File: src/rtl/clock_pkg.sv
// clock_pkg: shared field limits and mode encodings for the hh:mm:ss timekeeper
package clock_pkg;
    localparam int FIELD_W  = 6;
    localparam int SEC_MAX  = 59;
    localparam int MIN_MAX  = 59;
    localparam int HOUR_MAX = 23;
    typedef enum logic [1:0] {
        MODE_RUN         = 2'd0,
        MODE_SET_HOURS   = 2'd1,
        MODE_SET_MINUTES = 2'd2
    } mode_t;
endpackage

File: src/rtl/mod_counter.sv
// mod_counter: wrapping 0..MAX counter with synchronous clear and a terminal-count carry
//   clk, rst : clock, synchronous active-high reset
//   clr      : synchronous clear to 0 (takes priority over inc)
//   inc      : advance by one, wrapping MAX -> 0
//   q        : current count
//   carry    : combinational, high when inc is high and q == MAX
module mod_counter #(
    parameter int W   = 6,
    parameter int MAX = 59
) (
    input  logic         clk,
    input  logic         rst,
    input  logic         clr,
    input  logic         inc,
    output logic [W-1:0] q,
    output logic         carry
);
    logic at_max;

    assign at_max = q == W'(MAX);
    assign carry  = inc && at_max;

    always_ff @(posedge clk) begin
        if (rst || clr)
            q <= '0;
        else if (inc)
            q <= at_max ? '0 : q + W'(1);
    end
endmodule

File: src/rtl/time_counter.sv
// time_counter: free-running hh:mm:ss timekeeper with prescaler and button-driven set modes
//   clk, rst  : clock, synchronous active-high reset
//   btn_mode  : one-cycle pulse, steps RUN -> SET_HOURS -> SET_MINUTES -> RUN
//   btn_inc   : one-cycle pulse, increments the field being set
//   seconds, minutes, hours : registered binary fields (0..59, 0..59, 0..23)
//   mode      : 0=RUN, 1=SET_HOURS, 2=SET_MINUTES
//   sec_tick  : one-cycle pulse the cycle after each prescaler wrap
//   blink     : blank phase for the field being set, 0 in RUN
module time_counter
    import clock_pkg::*;
#(
    parameter int TICK_DIV = 50_000_000
) (
    input  logic       clk,
    input  logic       rst,
    input  logic       btn_mode,
    input  logic       btn_inc,
    output logic [5:0] seconds,
    output logic [5:0] minutes,
    output logic [5:0] hours,
    output logic [1:0] mode,
    output logic       sec_tick,
    output logic       blink
);
    localparam int PW = $clog2(TICK_DIV);
    localparam logic [PW-1:0] LAST = PW'(TICK_DIV - 1);

    mode_t         st;
    logic [PW-1:0] presc;
    logic          wrap, run, leave_set, inc_ok;
    logic          s_carry, m_carry;

    assign wrap      = presc == LAST;
    assign run       = st == MODE_RUN;
    assign leave_set = btn_mode && st == MODE_SET_MINUTES;
    // a simultaneous mode press swallows the increment
    assign inc_ok    = btn_inc && !btn_mode;
    assign mode      = st;

    always_ff @(posedge clk) begin
        if (rst) begin
            st       <= MODE_RUN;
            presc    <= '0;
            sec_tick <= 1'b0;
            blink    <= 1'b0;
        end else begin
            sec_tick <= wrap;
            // leaving set mode restarts the second so the first RUN tick is a full period away
            presc    <= (wrap || leave_set) ? '0 : presc + PW'(1);
            if (btn_mode) begin
                st    <= st == MODE_RUN ? MODE_SET_HOURS :
                         st == MODE_SET_HOURS ? MODE_SET_MINUTES : MODE_RUN;
                blink <= 1'b0;
            end else if (!run && wrap)
                blink <= ~blink;
        end
    end

    mod_counter #(.W(FIELD_W), .MAX(SEC_MAX)) u_sec (
        .clk   (clk),
        .rst   (rst),
        .clr   (leave_set),
        .inc   (run && wrap),
        .q     (seconds),
        .carry (s_carry)
    );

    mod_counter #(.W(FIELD_W), .MAX(MIN_MAX)) u_min (
        .clk   (clk),
        .rst   (rst),
        .clr   (1'b0),
        .inc   ((run && s_carry) || (st == MODE_SET_MINUTES && inc_ok)),
        .q     (minutes),
        .carry (m_carry)
    );

    mod_counter #(.W(FIELD_W), .MAX(HOUR_MAX)) u_hour (
        .clk   (clk),
        .rst   (rst),
        .clr   (1'b0),
        .inc   ((run && m_carry) || (st == MODE_SET_HOURS && inc_ok)),
        .q     (hours),
        .carry ()
    );
endmodule

File: config.mk
export PLATFORM = sky130hd
export DESIGN_NAME = time_counter
export DESIGN_NICKNAME = d
export VERILOG_FILES = /design/src/rtl/clock_pkg.sv /design/src/rtl/mod_counter.sv /design/src/rtl/time_counter.sv
export SDC_FILE = /design/constraint.sdc
export NUM_CORES = 1
export LEC_CHECK = 0
export ABC_AREA = 1
export CORE_AREA = 5 5 105 58
export CTS_CLUSTER_DIAMETER = 100
export DETAILED_ROUTE_END_ITERATION = 10
export DIE_AREA = 0 0 110 63
export PLACE_DENSITY = 0.75
export SETUP_SLACK_MARGIN = 0.05
export SYNTH_ARGS = -nofsm -noshare
export SYNTH_HDL_FRONTEND = slang
export SYNTH_HIERARCHICAL = 1
export SYNTH_SLANG_ARGS = --single-unit
File: constraint.sdc
create_clock -name clk -period 3.8 [get_ports clk]
set_input_delay 0.76 -clock clk [delete_from_list [all_inputs] [get_ports clk]]
set_output_delay 0.76 -clock clk [all_outputs]
set_load 0.03 [all_outputs]
==> results of run 1 <==
metrics by stage:
stage	hold WS, ns	instance area [µm²]
after global placement	0.466	2980
after global routing	0.503	3060
after CTS	0.484	3060
after floorplan	0.451	2660
after detailed placement	0.471	2980
final	0.485	3060
metal layers:
metal	wire [µm]	part of all wire, %
met3	556	9.2
met4	27	0.45
met1	3360	56
met2	2100	35
met5	0	0
placed cells by master (no fill, tap or decap), types with 2 or more instances in the layout:
cell	n
a21oi_1	12
a21oi_2	5
clkbuf_8	5
clkdlybuf4s50_1	25
conb_1	2
dfxtp_1	48
ha_1	4
inv_1	44
inv_2	5
nand2_1	105
nand2_2	9
nand3_1	18
nand3_2	7
nand3b_1	4
nand4_1	2
nor2_1	75
nor2_2	11
nor2_4	4
nor3_1	2
o21ai_0	4
o21bai_1	3
o22ai_1	2
or2_0	2
or2_1	3
xnor2_1	5
xor2_1	9
flip-flops by register name, summed over array words and instances, names as in the netlist:
register	cells
sec_tick	1
mode	2
u_hour/q	6
presc	26
blink	1
u_sec/q	6
u_min/q	6
worst min-delay path by stage:
| stage | to | cells after the start | startpoint |
|---|---|---|---|
| after CTS | presc[25]$_SDFF_PP0_ | 2 | presc[25]$_SDFF_PP0_ |
| after detailed placement | presc[25]$_SDFF_PP0_ | 2 | presc[25]$_SDFF_PP0_ |
| after floorplan | presc[25]$_SDFF_PP0_ | 2 | presc[25]$_SDFF_PP0_ |
| final | presc[25]$_SDFF_PP0_ | 2 | presc[25]$_SDFF_PP0_ |
| after global placement | presc[25]$_SDFF_PP0_ | 2 | presc[25]$_SDFF_PP0_ |
| after global routing | presc[25]$_SDFF_PP0_ | 2 | presc[25]$_SDFF_PP0_ |
critical path: cells and delay by family (launching register included):
family,cells,cell delay [ns]
buffers and inverters,4,0.30
adders and majority gates,1,0.27
AOI/OAI and AO/OA,3,0.57
DFF,1,0.45
and+or+nand+nor,14,1.63
power by group:
part	switching, mW	total (mW)	leakage (nW)	internal, mW
logic	0.0307	0.0463	0.678	0.0157
clock network	0.168	0.293	0.0410	0.126
registers	0.00609	0.514	0.387	0.508
final cells by class:
type / instances / share of cell area (%)
clock buffer: 6 / 2.37
clock inverter: 1 / 0.163
inverter: 49 / 6.00
multi-input combinational: 295 / 48.7
sequential: 48 / 31.4
tap: 73 / 2.98
timing repair buffer: 26 / 8.41
==> impl_summary.log, run 1 <==
[metrics] required arrival time at the worst endpoint: 3.98 ns
[metrics] number of pins with negative max-slew slack in the final report: 0
[metrics] Placed Cells: 491
[metrics] CTS-repair resized insts: 0
[metrics] power per cell area: 278 nW/µm²
[metrics] Worst EP arrival: 3.53 ns
[metrics] effective utilization at floorplan: 51.4%
[metrics] total of buffers placed on input and output ports: 25
[metrics] depth of the worst register-to-register path: 22
[metrics] vias in the first global route: 2059
[metrics] worst slew margin relative to its limit: 58.5%
[metrics] endpoint of the lowest-slack register-to-register path: u_hour/q[4]$_SDFFE_PP0P_
[metrics] met3 capacity usage during global routing: 4.54%
[metrics] type of the setup path with the least slack: register to register
[metrics] Slew @ Worst Pin: 0.617 ns
[metrics] clock insertion delay at the later pin of the skew report: 0.30 ns
[metrics] gate count of the mapped netlist: 393
[metrics] Achievable Freq: 299 MHz
[metrics] post-detailed-route wirelength per cell: 12.1 µm
[metrics] Synth Cell Area: 2650 µm²
[metrics] H-tree levels: 2
[metrics] slowest stage cell, crit path: dfxtp_1
[metrics] Post-DP HPWL: 4750 µm
[metrics] width of the chip: 110 µm
[metrics] crit end category: register
[metrics] number of DRC violations after detailed-routing iteration 0: 197
[metrics] Root Driver: clkbuf_8
[metrics] maximum number of buffers from clock root to sink: 2
[metrics] global route overflow: 0
[metrics] final setup skew: 0.00749 ns
[metrics] element type at the critical path start: register
[metrics] met1 GRT Util: 31.6%
[metrics] fin crit share: 88.0%
[metrics] cts hold-fix bufs: 0
[metrics] Post-Route Setup TNS: 0 ns
[metrics] peak supply drop: 189 µV
[metrics] area enclosed by the die boundary: 6930 µm²
[metrics] largest driver fanout on the critical path: 6
[metrics] Placeable Area: 5160 µm²
[metrics] detailed-routing iteration count for the pre-antenna-repair pass: 5
[metrics] final number of hold-violating endpoints: 0
[metrics] Die Height: 63 µm
[metrics] via count: 2441
[metrics] Final Util: 59.4%
[metrics] YS warnings: 6
[metrics] worst setup path endpoint: u_hour/q[4]$_SDFFE_PP0P_
[metrics] number of CTS-inserted buffers: 5
[metrics] Worst R2R Setup Slack: 0.46 ns
[metrics] number of nets in the final layout: 433
[metrics] sequence of cells on the critical path: ha_1 -> nand2_1 -> nor2_1 -> nand2_1 -> nor2_1 -> nand3_2 -> nor2_2 -> nand2_2 -> inv_2 -> nand3_2 -> inv_1 -> nand3_1 -> o31ai_1 -> nand2_2 -> inv_2 -> nand3_2 -> inv_1 -> nand3_1 -> o21ai_2 -> nand3_2 -> o21bai_1 -> nor2_1
[metrics] GRT Overall Usage: 18.4%
[metrics] maximum number of pins on one net before global-route repair: 25
[metrics] cell repeated most along the worst path: nand3_2
[metrics] Setup violations, final: 0
[metrics] synth-to-layout area growth: 15.5%
[metrics] classification of the worst-slack hold path: register to register
[metrics] number of max-capacitance violations reported: 0
[metrics] post-route antenna net violation count: 0
[metrics] global-route wire length before repair: 10100 µm
[metrics] average instance area after synthesis: 6.75 µm²
[metrics] multi-input gate area in the final layout: 1490 µm²
[metrics] antenna violations before repair: 0
[metrics] Post-route DRC: 0
[metrics] Total Wirelength: 6040 µm
[metrics] global placement routability congestion: 0.893
[metrics] fin crit period: 3.34 ns
[metrics] placement row count: 19
[metrics] setup repair after global routing missed its margin: false
[metrics] Sink Count: 48
[metrics] reg2reg start: presc[0]$_SDFF_PP0_
[metrics] number of filler cells placed in the layout: 489
[metrics] busiest metal layer after global routing: met1
[metrics] mean number of vias per cell: 4.90
[metrics] total power: 0.853 mW
[metrics] TritonCTS clock tree: yes
[metrics] flip-flop and latch area: 961 µm²
[metrics] clock slew at the register clock pins of the worst setup and hold paths: 0.09 ns
[metrics] I/O pin total: 26
[metrics] outcome: finished, final reports clean
[metrics] number of buffers inserted to repair setup after CTS: 0
[metrics] Post-Layout Cell Count: 498
[metrics] Critical Path Max Stage Delay: 0.45 ns
[metrics] Antenna diodes: 0
[metrics] worst setup slack after placement: 0.232 ns
[metrics] worst-case setup margin in the final layout: 0.456 ns
[metrics] static power due to leakage: 1.11 nW
[metrics] GR Util met2: 21.7%
[metrics] crit path from: presc[0]$_SDFF_PP0_
[metrics] share of final-layout standard cells stronger than drive strength 1: 12.5%
Power figures use the tool's default switching activity.
==> run 2: changes to the inputs <==
--- a/config.mk
+++ b/config.mk
@@ -12,6 +12,7 @@
 export DIE_AREA = 0 0 110 63
 export PLACE_DENSITY = 0.75
 export SETUP_SLACK_MARGIN = 0.05
+export SLEW_MARGIN = 20
 export SYNTH_ARGS = -nofsm -noshare
 export SYNTH_HDL_FRONTEND = slang
 export SYNTH_HIERARCHICAL = 1
==> results of run 2 <==
Final layout, timing and power as in run 1 (identical DEF).
